$ cat src/rtl/midori128_pkg.sv
`default_nettype none
// ============================================================================
// Module      : midori128_pkg
// Description : Shared types, constants and the column-mix function for the
//               serialized Midori128 MixColumn stage.
// Contents    : mc_state_t  - control FSM state encoding (IDLE/BUSY/DONE)
//               CELL_W, COL_W, NUM_COLS, STATE_W - datapath geometry
//               mix_column  - M = circ(0,1,1,1) applied to one 32-bit column
// Revision    : 1.0 - initial release
// ============================================================================
package midori128_pkg;

  localparam int CELL_W   = 8;
  localparam int COL_W    = 32;
  localparam int NUM_COLS = 4;
  localparam int STATE_W  = NUM_COLS * COL_W;

  typedef enum logic [1:0] {
    IDLE = 2'd0,
    BUSY = 2'd1,
    DONE = 2'd2
  } mc_state_t;

  // Each output cell is the XOR of the other three input cells of the
  // column. The matrix is involutory, so applying it twice is the identity.
  function automatic logic [COL_W-1:0] mix_column(input logic [COL_W-1:0] a);
    logic [CELL_W-1:0] a0;
    logic [CELL_W-1:0] a1;
    logic [CELL_W-1:0] a2;
    logic [CELL_W-1:0] a3;
    a0 = a[0*CELL_W +: CELL_W];
    a1 = a[1*CELL_W +: CELL_W];
    a2 = a[2*CELL_W +: CELL_W];
    a3 = a[3*CELL_W +: CELL_W];
    mix_column = {a0 ^ a1 ^ a2,   // y3
                  a0 ^ a1 ^ a3,   // y2
                  a0 ^ a2 ^ a3,   // y1
                  a1 ^ a2 ^ a3};  // y0
  endfunction

endpackage
`default_nettype wire

$ cat src/rtl/midori128_mc_column.sv
`default_nettype none
// ============================================================================
// Module      : midori128_mc_column
// Description : Purely combinational Midori128 column mixer (one 32-bit
//               column, four 8-bit cells, XOR only).
// Ports       : i_col [31:0] - input column, cell k at bits [8k+7:8k]
//               o_col [31:0] - mixed column, same cell layout
// Revision    : 1.0 - initial release
// ============================================================================
module midori128_mc_column
  import midori128_pkg::*;
(
  input  logic [COL_W-1:0] i_col,
  output logic [COL_W-1:0] o_col
);

  assign o_col = mix_column(i_col);

endmodule
`default_nettype wire

$ cat src/rtl/midori128_mixcolumn_serial.sv
`default_nettype none
// ============================================================================
// Module      : midori128_mixcolumn_serial
// Description : Serialized Midori128 MixColumn stage. Accepts a 128-bit
//               shuffled state over a valid/ready handshake, mixes
//               COLS_PER_CYCLE columns per BUSY cycle in place, then offers
//               the mixed state downstream over a second valid/ready pair.
// Parameters  : COLS_PER_CYCLE - 1, 2 or 4 columns mixed per BUSY cycle
// Ports       : clk, rst            - clock, async active-high reset
//               in_valid/in_ready   - upstream handshake
//               in_data [127:0]     - shuffled state (cell i = bits [8i+7:8i])
//               out_valid/out_ready - downstream handshake
//               out_data [127:0]    - state register, same layout
//               in_last             - only with MIDORI128_MC_BYPASS_EN:
//                                     state passes through unmixed
// Options     : `define MIDORI128_MC_BYPASS_EN to add the in_last bypass.
// Revision    : 1.0 - initial release
// ============================================================================
module midori128_mixcolumn_serial
  import midori128_pkg::*;
#(
  parameter int COLS_PER_CYCLE = 1
)
(
  input  logic               clk,
  input  logic               rst,
  input  logic               in_valid,
  output logic               in_ready,
  input  logic [STATE_W-1:0] in_data,
  output logic               out_valid,
  input  logic               out_ready,
  output logic [STATE_W-1:0] out_data
`ifdef MIDORI128_MC_BYPASS_EN
  ,
  input  logic               in_last
`endif
);

  // --------------------------------------------------------------------------
  // Elaboration-time parameter guard
  // --------------------------------------------------------------------------
  if (!(COLS_PER_CYCLE == 1 || COLS_PER_CYCLE == 2 || COLS_PER_CYCLE == 4))
  begin : g_bad_cols_per_cycle
    $error("midori128_mixcolumn_serial: COLS_PER_CYCLE must be 1, 2 or 4");
  end

  localparam logic [2:0] C_STEP = 3'(COLS_PER_CYCLE);

  // --------------------------------------------------------------------------
  // Declarations
  // --------------------------------------------------------------------------
  mc_state_t          r_state;
  mc_state_t          w_state_next;
  logic               r_out_valid;
  logic [1:0]         r_col_cnt;
  logic [STATE_W-1:0] r_st;

  logic               w_in_ready;
  logic               w_accept;
  logic               w_busy_step;
  logic [2:0]         w_cnt_sum;
  logic               w_last_step;
  logic               w_do_mix;
  logic [STATE_W-1:0] w_st_mixed;

  logic [1:0]         w_col_idx [COLS_PER_CYCLE];
  logic [COL_W-1:0]   w_col_in  [COLS_PER_CYCLE];
  logic [COL_W-1:0]   w_col_out [COLS_PER_CYCLE];

  // --------------------------------------------------------------------------
  // Column progress. The 3-bit sum carries into bit 2 exactly when this
  // BUSY cycle covers column 3, which is the final update for the block.
  // --------------------------------------------------------------------------
  assign w_cnt_sum   = {1'b0, r_col_cnt} + C_STEP;
  assign w_last_step = w_cnt_sum[2];

  // --------------------------------------------------------------------------
  // FSM process 1: state register. out_valid is registered from the next
  // state so it is a clean flop output.
  // --------------------------------------------------------------------------
  always_ff @(posedge clk or posedge rst) begin
    if (rst) begin
      r_state     <= IDLE;
      r_out_valid <= 1'b0;
    end else begin
      r_state     <= w_state_next;
      r_out_valid <= (w_state_next == DONE);
    end
  end

  // --------------------------------------------------------------------------
  // FSM process 2: next-state logic
  // --------------------------------------------------------------------------
  always_comb begin
    w_state_next = r_state;
    unique case (r_state)
      IDLE: begin
        if (w_accept) w_state_next = BUSY;
      end
      BUSY: begin
        if (w_last_step) w_state_next = DONE;
      end
      DONE: begin
        if (out_ready) begin
          w_state_next = in_valid ? BUSY : IDLE;
        end
      end
      default: w_state_next = IDLE;
    endcase
  end

  // --------------------------------------------------------------------------
  // FSM process 3: output / control decode. in_ready depends only on the
  // state and out_ready, never on in_valid.
  // --------------------------------------------------------------------------
  always_comb begin
    w_in_ready  = 1'b0;
    w_busy_step = 1'b0;
    unique case (r_state)
      IDLE:    w_in_ready  = 1'b1;
      BUSY:    w_busy_step = 1'b1;
      DONE:    w_in_ready  = out_ready;
      default: w_in_ready  = 1'b0;
    endcase
  end

  assign w_accept = in_valid & w_in_ready;

  // --------------------------------------------------------------------------
  // Column mixers: lane k works on column (col_cnt + k) mod 4
  // --------------------------------------------------------------------------
  for (genvar k = 0; k < COLS_PER_CYCLE; k++) begin : g_col
    assign w_col_idx[k] = r_col_cnt + 2'(k);
    assign w_col_in[k]  = r_st[{w_col_idx[k], 5'd0} +: COL_W];

    midori128_mc_column u_column (
      .i_col (w_col_in[k]),
      .o_col (w_col_out[k])
    );
  end

  // Write the mixed lanes back over their source columns; the rest of the
  // state is carried through untouched.
  always_comb begin
    w_st_mixed = r_st;
    for (int k = 0; k < COLS_PER_CYCLE; k++) begin
      w_st_mixed[{w_col_idx[k], 5'd0} +: COL_W] = w_col_out[k];
    end
  end

  // --------------------------------------------------------------------------
  // Optional bypass: a state tagged as last still spends N cycles in BUSY
  // so its latency matches a mixed state, but r_st is simply held.
  // --------------------------------------------------------------------------
`ifdef MIDORI128_MC_BYPASS_EN
  logic r_last;

  always_ff @(posedge clk or posedge rst) begin
    if (rst) begin
      r_last <= 1'b0;
    end else if (w_accept) begin
      r_last <= in_last;
    end
  end

  assign w_do_mix = ~r_last;
`else
  assign w_do_mix = 1'b1;
`endif

  // --------------------------------------------------------------------------
  // Datapath: state register and column counter
  // --------------------------------------------------------------------------
  always_ff @(posedge clk or posedge rst) begin
    if (rst) begin
      r_st      <= '0;
      r_col_cnt <= 2'd0;
    end else if (w_accept) begin
      r_st      <= in_data;
      r_col_cnt <= 2'd0;
    end else if (w_busy_step) begin
      if (w_do_mix) r_st <= w_st_mixed;
      r_col_cnt <= w_cnt_sum[1:0];
    end
  end

  assign in_ready  = w_in_ready;
  assign out_valid = r_out_valid;
  assign out_data  = r_st;

endmodule
`default_nettype wire
$ cat config.mk
export PLATFORM = sky130hd
export DESIGN_NAME = midori128_mixcolumn_serial
export DESIGN_NICKNAME = d
export VERILOG_FILES = /design/src/rtl/midori128_pkg.sv /design/src/rtl/midori128_mc_column.sv /design/src/rtl/midori128_mixcolumn_serial.sv
export SDC_FILE = /design/constraint.sdc
export NUM_CORES = 1
export LEC_CHECK = 0
export ABC_AREA = 1
export ABC_CLOCK_PERIOD_IN_PS = 5000
export BUFFER_PORTS_ARGS = -buffer_cell sky130_fd_sc_hd__clkbuf_2
export CAP_MARGIN = 0
export CORE_MARGIN = 4
export CORE_UTILIZATION = 49
export CTS_CLUSTER_SIZE = 24
export DETAILED_ROUTE_END_ITERATION = 10
export PLACE_DENSITY_LB_ADDON = 0.12
export SLEW_MARGIN = 15
export SYNTH_ARGS = -nofsm -noshare
export SYNTH_HDL_FRONTEND = slang
export SYNTH_SLANG_ARGS = --single-unit
$ cat constraint.sdc
create_clock -name clk -period 5 [get_ports clk]
set_clock_uncertainty 0.15 [all_clocks]
set_input_delay 0.75 -clock clk [delete_from_list [all_inputs] [get_ports clk]]
set_output_delay 0.75 -clock clk [all_outputs]
set_load 0.05 [all_outputs]
# Yosys cells after proc, flatten, opt, wreduce, memory -nomap -nowiden
# Index checks and enable logic that the tools add are counted.
classes:
  eq_ne: 3
  bitwise: 8
  n_div: 0
  n_addsub: 2
  reduce_logical: 2
  mux: 12
  shifts: 3
  n_mul: 0
  magnitude_cmp: 0
ops:
  columns: ["op", "count"]
  rows:
  - ["2-to-1 mux 128 bit", 2]
  - ["bitwise mux 128 bit", 1]
  - ["variable shift 32 x 9 -> 128 bit (first input constant)", 1]
  - ["indexed part select 128 x 8 -> 32 bit", 1]
  - ["indexed part select 32 x 9 -> 128 bit", 1]
  - ["bitwise XOR 8 bit", 7]
  - ["2-to-1 mux 2 bit", 5]
  - ["negator 7 -> 9 bit", 1]
  - ["one-hot mux 2 bit (3 select lines)", 1]
  - ["equality test 2 bit (second input constant)", 2]
  - ["adder 2 x 1 -> 3 bit (second input constant)", 1]
  - ["equality test 2 x 1 -> 1 bit (second input constant)", 1]
  - ["logical NOT 2 bit", 1]
  - ["2-to-1 mux 1 bit", 2]
  - ["one-hot mux 1 bit (2 select lines)", 1]
  - ["nonzero test 2 bit", 1]
  - ["bitwise AND 1 bit", 1]
word_totals:
  out_inout_bits: 130
  ff_bits: 133
  memories: 0
  rom_bits: 0
  ramBits: 0
  latchBits: 0
  word_cells: 34

# Longest topological paths before layout
# Gate-level depths: netlist of run 1.
logic_depth:
  ltp_word: 7
  ltp_mapped: 13
  depth_no_buf: 11

# Cells and area by module
# Synthesis of run 1 repeated with hierarchy kept, for this count alone.
hier_totals:
  hier_cells: 1482
  hier_area_um2: 9323.9
by_module_without_submodules:
  columns: ["mod", "area_each_um2", "cells_per_inst", "seq_area_each_um2", "instances"]
  rows:
  - ["midori128_mixcolumn_serial", 8484.4, 1275, 3328.2, 1]
  - ["midori128_mc_column", 839.6, 207, 0.0, 1]

# Worst setup path after synthesis of run 1
# No wires, ideal clock.
synth_timing:
  path_kind: "input -> register"
  start: "input out_ready"
  end: "register r_st[93], in the netlist out_data[93]"
  path_buffers: 1
  arrival_ns: 2.034
  t_required_ns: 4.781
  path_stages: 9
  setup_slack_ns: 2.747
  cell_sequence: "nor2_2 > nor2_2 > nand2_4 > nand2_1 > inv_2 > nor2_2 > buf_4 > nand3_1 > nand3_1"
synth_between:
  elab_chain_len: 3
  elab_cells_between_ends: 4
synth_lines:
  columns: ["item", "line_no", "rtl"]
  rows:
  - ["start, declared", "midori128_mixcolumn_serial.sv:31", "input logic out_ready,"]
  - ["one-hot mux 1 bit (2 select lines) *", "midori128_mixcolumn_serial.sv:119", "unique case (r_state)"]
  - ["via in_ready", "midori128_mixcolumn_serial.sv:28", "output logic in_ready,"]
  - ["bitwise AND 1 bit *", "midori128_mixcolumn_serial.sv:127", "assign w_accept = in_valid & w_in_ready;"]
  - ["2-to-1 mux 128 bit or nonzero test 2 bit (tied branches)", null, null]
  - ["end signal, assigned", "midori128_mixcolumn_serial.sv:179", "r_st <= in_data;"]
  - ["end signal, assigned", "midori128_mixcolumn_serial.sv:182", "if (w_do_mix) r_st <= w_st_mixed;"]
  - ["end, declared", "midori128_mixcolumn_serial.sv:56", "logic [STATE_W-1:0] r_st;"]
# Mark *: on every way through the listed nets, which the timed path passes. The rest lies on a longest branch.
# A chain may end at the register's enable or synchronous reset.

# Final worst setup path of run 1
layout_timing:
  start: "register r_col_cnt[0]"
  end: "register r_st[22], in the netlist out_data[22]"
layout_between:
  elab_chain_len: 7
  elab_cells_between_ends: 14
layout_lines:
  columns: ["item", "line_no", "rtl"]
  rows:
  - ["start, declared", "midori128_mixcolumn_serial.sv:55", "logic [1:0] r_col_cnt;"]
  - ["start signal, assigned", "midori128_mixcolumn_serial.sv:183", "r_col_cnt <= w_cnt_sum[1:0];"]
  - ["indexed part select 128 x 8 -> 32 bit", "midori128_mixcolumn_serial.sv:134", "assign w_col_in[k] = r_st[{w_col_idx[k], 5'd0} +: COL_W];"]
  - ["bitwise XOR 8 bit, on equally long branches (2 in a row)", null, null]
  - ["indexed part select 32 x 9 -> 128 bit", "midori128_mixcolumn_serial.sv:147", "w_st_mixed[{w_col_idx[k], 5'd0} +: COL_W] = w_col_out[k];"]
  - ["bitwise mux 128 bit *", "midori128_mixcolumn_serial.sv:147", null]
  - ["2-to-1 mux 128 bit *", "midori128_mixcolumn_serial.sv:181", "end else if (w_busy_step) begin"]
  - ["2-to-1 mux 128 bit *", "midori128_mixcolumn_serial.sv:178", "end else if (w_accept) begin"]
# Every way passes the cells marked *; elsewhere a longest branch is shown, timed or not. The select of a mux whose other input is x is not followed.

==> results of run 1 <==
## worst max-delay path, delay by kind of cell (launching register included)
kind / cells / cell delay, ns
adders and majority gates: 1 / 0.41
DFF: 1 / 0.72
and+or+nand+nor: 3 / 0.28
buffers and inverters: 4 / 1.83
## cell families after synthesis
family | after synthesis | share of synthesized area, %
flip-flops | 133 | 37.6
buffers and inverters | 179 | 9.01
adder cells (fa/ha/maj) | 4 | 0.565
AND/OR/NAND/NOR | 1089 | 52.4
AO/OA/AOI/OAI | 7 | 0.466
## metal layers
| metal | vias to the layer above | track usage (%) | wire length, um |
|---|---|---|---|
| li1 | 4914 | - | - |
| met1 | 4725 | 43.9 | 13700 |
| met2 | 552 | 50.0 | 14900 |
| met3 | 78 | 5.24 | 2960 |
| met4 | 0 | 11.7 | 1090 |
| met5 | - | 0 | 0 |
## registers in the layout, summed over array words and instances, names as in the netlist
| signal | cells |
|---|---|
| out_data | 128 |
| out_valid | 1 |
| r_col_cnt | 2 |
| r_state | 2 |
## cell type report
cell class / count / share of cell area (%)
repair buffers: 272 / 13.0
inverters: 91 / 3.27
flip-flops and latches: 133 / 31.0
clock buffers: 21 / 4.47
well taps: 225 / 2.62
clock inverters: 11 / 1.59
multi-input cells: 1100 / 44.1
## synth_stat cells
master	instances
inv_4	2
buf_1	11
nor2_4	1
o21ai_0	4
nor2_2	5
o22ai_1	1
buf_4	9
and3_1	1
clkbuf_1	18
ha_1	4
inv_1	86
dfrtp_1	133
buf_6	4
buf_2	46
nand2_4	1
nand2_1	739
nor3_2	1
nand2_2	11
nand3_1	267
nand4_1	62
nor2_1	1
inv_2	3
o211ai_1	2
## per-stage QoR
step	cells	util (%)	setup slack (ns)	hold WS (ns)	cell area, um^2
after floorplan	1412	-	0.546	0.425	8860
after CTS	1853	61.6	1.57	0.375	10800
after detailed placement	1821	57.8	1.49	0.360	10100
after global placement	1821	57.8	1.60	0.358	10100
after global routing	1853	61.6	1.29	0.405	10800
final	1853	61.6	1.50	0.364	10800
## path summary, 6_finish.rpt
| path | endpoint | slack, ns |
|---|---|---|
| min in group clk | out_data[77]$_DFFE_PP0P_ | 0.38 |
| min reg2reg | out_data[77]$_DFFE_PP0P_ | 0.38 |
| min | out_data[31]$_DFFE_PP0P_ | 0.36 |
| max in group asynchronous | out_data[76]$_DFFE_PP0P_ | 3.48 |
| max reg2reg | out_data[22]$_DFFE_PP0P_ | 1.50 |
| max | out_data[22]$_DFFE_PP0P_ | 1.50 |
==> run summary, run 1 <==
====================================================================================================
Outcome                                                                                    completed
CTS resizes                                                                                        0
Number of fillers in the final layout                                                           1718
Routability congestion estimate                                                                0.909
Layout Area Growth over Synthesis                                                              21.5%
Category of the worst setup path capture point                                                  flop
Unique masters post-synth                                                                         23
Kind of critical path                                                                   flop to flop
Clock-pin slew reported for the worst setup and hold paths after clock tree synthesis        0.06 ns
Vias in the first global route                                                                  9596
CTS tree                                                                                        done
Shortest period the worst path allows                                                        3.50 ns
Number of pins exceeding their max-slew limit in the final report                                  0
Via count                                                                                      10300
Crit path top cell by count                                                                    inv_1
Path type of the worst min-delay path                                                   primary input to asynchronous set/reset pin
Core Region                                                                               17500 um^2
Clock insertion delay at the later pin of the skew report                                    0.43 ns
Netlist area before placement                                                              8860 um^2
Initial DRC count                                                                               1027
Starting utilization of the core area                                                          50.7%
DIE WIDTH                                                                                     142 um
Transition time of the tightest slew-check pin                                               1.00 ns
Post-CTS Setup Bufs                                                                                0
Critical path's largest stage delay                                                          0.75 ns
Fraction of post-synthesis cell area in the top cell type by area                              37.6%
Footprint of the multi-input gates                                                         4740 um^2
Vias per cell                                                                                   5.54
Wire length of the first global-routing pass                                                50900 um
Register area share after synthesis                                                            37.6%
Final antenna diode count                                                                          0
Library cell occupying the most area in the post-synthesis netlist                           dfrtp_1
Fraction of layout instances using a drive strength above 1                                    20.4%
Required time of the critical path                                                           5.21 ns
Final setup fails                                                                                  0
Leading cell types in the layout, fill and taps excluded                                738 x nand2_1, 267 x nand3_1, 261 x clkbuf_2
Unrepaired setup endpoints after global routing                                                   no
Slew margin rel.                                                                               33.1%
Count of buffers inserted at the top-level ports                                                 261
DR pass1 iterations                                                                                6
Seq cells post-synth                                                                             133
Most common library cell in the layout ignoring fill and taps                                nand2_1
Final count of hold timing violations                                                              0
Post-route DRC violation count                                                                     0
Post-layout nets                                                                                1751
Critical Path, Cell by Cell                                                             inv_4, ha_1, inv_1, nand4_1, inv_1, buf_4, nand2_1, nand3_1
Startpoint of the worst setup timing path                                               r_col_cnt[0]$_DFFE_PP0P_
Sink count of the clock tree                                                                     133
Highest Clock Rate                                                                         0.286 GHz
Number of standard cells after synthesis                                                        1412
CTS Buf Count                                                                                     17
CTS H-Tree Depth                                                                                   4
DIE HEIGHT                                                                                    142 um
Top cells by area in the synthesized netlist                                            dfrtp_1 38%, nand2_1 31%, nand3_1 15%
Clk buf depth                                                                                      2
Number of top-level design ports                                                                 262
Slowest-stage cell, CP                                                                         inv_1
Root Buffer                                                                                clkbuf_16
CP arrival                                                                                   3.71 ns
Post-DRT Antenna Nets                                                                              0
Final HPWL from detailed placement                                                          22700 um
Startpoint of the lowest-slack register-to-register path                                r_col_cnt[0]$_DFFE_PP0P_
CP max FO                                                                                         71
Mean cell area of the mapped netlist                                                       6.27 um^2
CTS Hold Buffers Added                                                                             0
Grt ovf                                                                                            0
R2r worst-path depth                                                                               8
Num rows                                                                                          48
YS warnings                                                                                        0
Total negative setup slack                                                                      0 ns
Synthesized net count                                                                           1548
Detailed-route wire length per cell                                                          17.6 um
Number of antenna violations at the first check in global routing                                  0
Maximum number of pins on one net before global-route repair                                      91
Sort of element at the start of the critical path                                               flop
Sequential cell area                                                                       3330 um^2
Number of max-capacitance violations reported                                                      0
Aggregate routed wire length                                                                32600 um
Global-route usage over all layers                                                             31.6%
DIE AREA                                                                                  20300 um^2
Portion of the clock cycle consumed by the worst path in the final layout                      70.0%
====================================================================================================
Power of run 1 is not shown: default switching activity piles up to over one toggle a cycle in this logic, so the estimate is an artifact.
==> run 2: changes to the inputs <==
Settings changed: ABC_CLOCK_PERIOD_IN_PS 5000 to 3400.
Clock period 5 ns to 3.4 ns, I/O delays scaled along.
==> run 2 against run 1 <==
- first-iteration DRC count decreased by 5.2%
- non-clock buffer count increased by 11
- sequential share of layout area decreased by 0.25 points
- fmax increased by 34%
- routed wire length increased by 0.97%
- global-route usage increased by 0.81 points
- via count increased by 0.98%
- core utilization increased by 0.49 points
- worst setup slack got worse by 0.71 ns
- die area unchanged
- flip-flop and latch count unchanged
- cell count increased by 0.59%
- critical endpoint is now out_data[116]$_DFFE_PP0P_
- largest cell class unchanged
==> run summary, run 2 (same netlist as run 1, synthesis figures left out) <==
====================================================================================================
CTS resizes                                                                                        0
Post-CTS Setup Bufs                                                                                0
Critical Path, Cell by Cell                                                             buf_4, nand2_1, nand2_1, nand2_1, nand2_1, nand2_1, nand2_1, nand2_1, nand2_1, nand4_1, nand2_1
Total negative setup slack                                                                      0 ns
Fraction of layout instances using a drive strength above 1                                    20.9%
Number of antenna violations at the first check in global routing                                  0
CTS H-Tree Depth                                                                                   4
Finished Layout Cells                                                                           1864
Starting utilization of the core area                                                          50.7%
Clock insertion delay at the later pin of the skew report                                    0.43 ns
Clock-pin slew reported for the worst setup and hold paths after clock tree synthesis        0.06 ns
Wire length of the first global-routing pass                                                52200 um
Final count of hold timing violations                                                              0
Routability congestion estimate                                                                0.940
CP max FO                                                                                         58
Layout Area Growth over Synthesis                                                              22.4%
Category of the worst setup path capture point                                                  flop
Dominant delay contributor by cell family on the critical path                          simple AND/OR/NAND/NOR gates
Critical path's largest stage delay                                                          0.65 ns
Via count                                                                                      10400
Count of buffers inserted at the top-level ports                                                 261
Highest Clock Rate                                                                         0.382 GHz
Number of pins exceeding their max-slew limit in the final report                                  0
CP arrival                                                                                   2.83 ns
Clk buf depth                                                                                      2
Path type of the worst min-delay path                                                   primary input to asynchronous set/reset pin
CTS tree                                                                                        done
Aggregate routed wire length                                                                33000 um
Most common library cell in the layout ignoring fill and taps                                nand2_1
Vias per cell                                                                                   5.56
Number of fillers in the final layout                                                           1690
Num rows                                                                                          48
Grt ovf                                                                                            0
Final HPWL from detailed placement                                                          23600 um
DR pass1 iterations                                                                                5
Number of max-capacitance violations reported                                                      0
Sink count of the clock tree                                                                     133
Root Buffer                                                                                clkbuf_16
Leading cell types in the layout, fill and taps excluded                                739 x nand2_1, 267 x nand3_1, 261 x clkbuf_2
Number of top-level design ports                                                                 262
Area of placed instances                                                                  10300 um^2
Core Region                                                                               17500 um^2
Footprint of the multi-input gates                                                         4740 um^2
Portion of the clock cycle consumed by the worst path in the final layout                      76.9%
CTS Hold Buffers Added                                                                             0
Slew margin rel.                                                                               33.7%
Detailed-route wire length per cell                                                          17.7 um
Post-layout nets                                                                                1762
Vias in the first global route                                                                  9907
Initial DRC count                                                                                974
CTS Buf Count                                                                                     17
Post-DRT Antenna Nets                                                                              0
DIE WIDTH                                                                                     142 um
Shortest period the worst path allows                                                        2.62 ns
DIE AREA                                                                                  20300 um^2
Kind of critical path                                                                   flop to flop
Post-route DRC violation count                                                                     0
Crit path top cell by count                                                                  nand2_1
Buffers and inverters on the worst path                                                            1
Final setup fails                                                                                  0
Sort of element at the start of the critical path                                               flop
Maximum number of pins on one net before global-route repair                                     134
Global-route usage over all layers                                                             32.4%
Flip-flop count of the largest register after layout                                             128
Outcome                                                                                    completed
Placed cell count                                                                               1832
Final antenna diode count                                                                          0
DIE HEIGHT                                                                                    142 um
Transition time of the tightest slew-check pin                                              0.995 ns
Unrepaired setup endpoints after global routing                                                   no
Post-layout instance area                                                                 10800 um^2
Post-Route Utilization                                                                         62.1%
Sequential cell area                                                                       3330 um^2
Slowest-stage cell, CP                                                                       dfrtp_4
Required time of the critical path                                                           3.61 ns
====================================================================================================
-- run 2: worst reg2reg max path, delay by kind of cell (launching register included) --
kind | cells | cell delay (ns)
AND/OR/NAND/NOR | 10 | 1.18
flip-flops | 1 | 0.65
buffers and inverters | 1 | 0.57
-- run 2: routing by layer --
metal	vias to the layer above	wire, um	track usage (%)
met5	-	0	0
met1	4795	13700	44.7
met3	66	3110	4.50
met4	0	1050	12.5
li1	4948	-	-
met2	561	15100	52.0
-- run 2: area by class of cell --
type / instances / area share (%)
tap: 225 / 2.60
clock inverter: 12 / 1.18
inverter: 91 / 3.25
sequential: 133 / 30.7
multi-input combinational: 1100 / 43.7
timing repair buffer: 283 / 14.3
clock buffer: 20 / 4.30
-- run 2: worst paths after layout --
path                                          start                         to  depth (start not counted)  slack, ns
hold / removal                                  rst   out_data[66]$_DFFE_PP0P_                          3       0.12
min in group clk                        in_data[79]   out_data[79]$_DFFE_PP0P_                          3       0.15
hold reg to reg            out_data[77]$_DFFE_PP0P_   out_data[77]$_DFFE_PP0P_                          2       0.39
setup reg to reg           r_col_cnt[0]$_DFFE_PP0P_  out_data[116]$_DFFE_PP0P_                         11       0.78
max in group asynchronous                       rst   r_col_cnt[0]$_DFFE_PP0P_                          3       2.36
setup / recovery           r_col_cnt[0]$_DFFE_PP0P_  out_data[116]$_DFFE_PP0P_                         11       0.78
-- run 2: per-stage QoR --
| stage | hold slack, ns | setup slack, ns |
|---|---|---|
| after CTS | 0.143 | 0.836 |
| after floorplan | 0.425 | 1.09 |
| after global routing | 0.152 | 0.625 |
| after global placement | 0.373 | 0.900 |
| after detailed placement | 0.378 | 0.887 |
| final | 0.120 | 0.784 |
Power of run 2 is left out for the same reason.
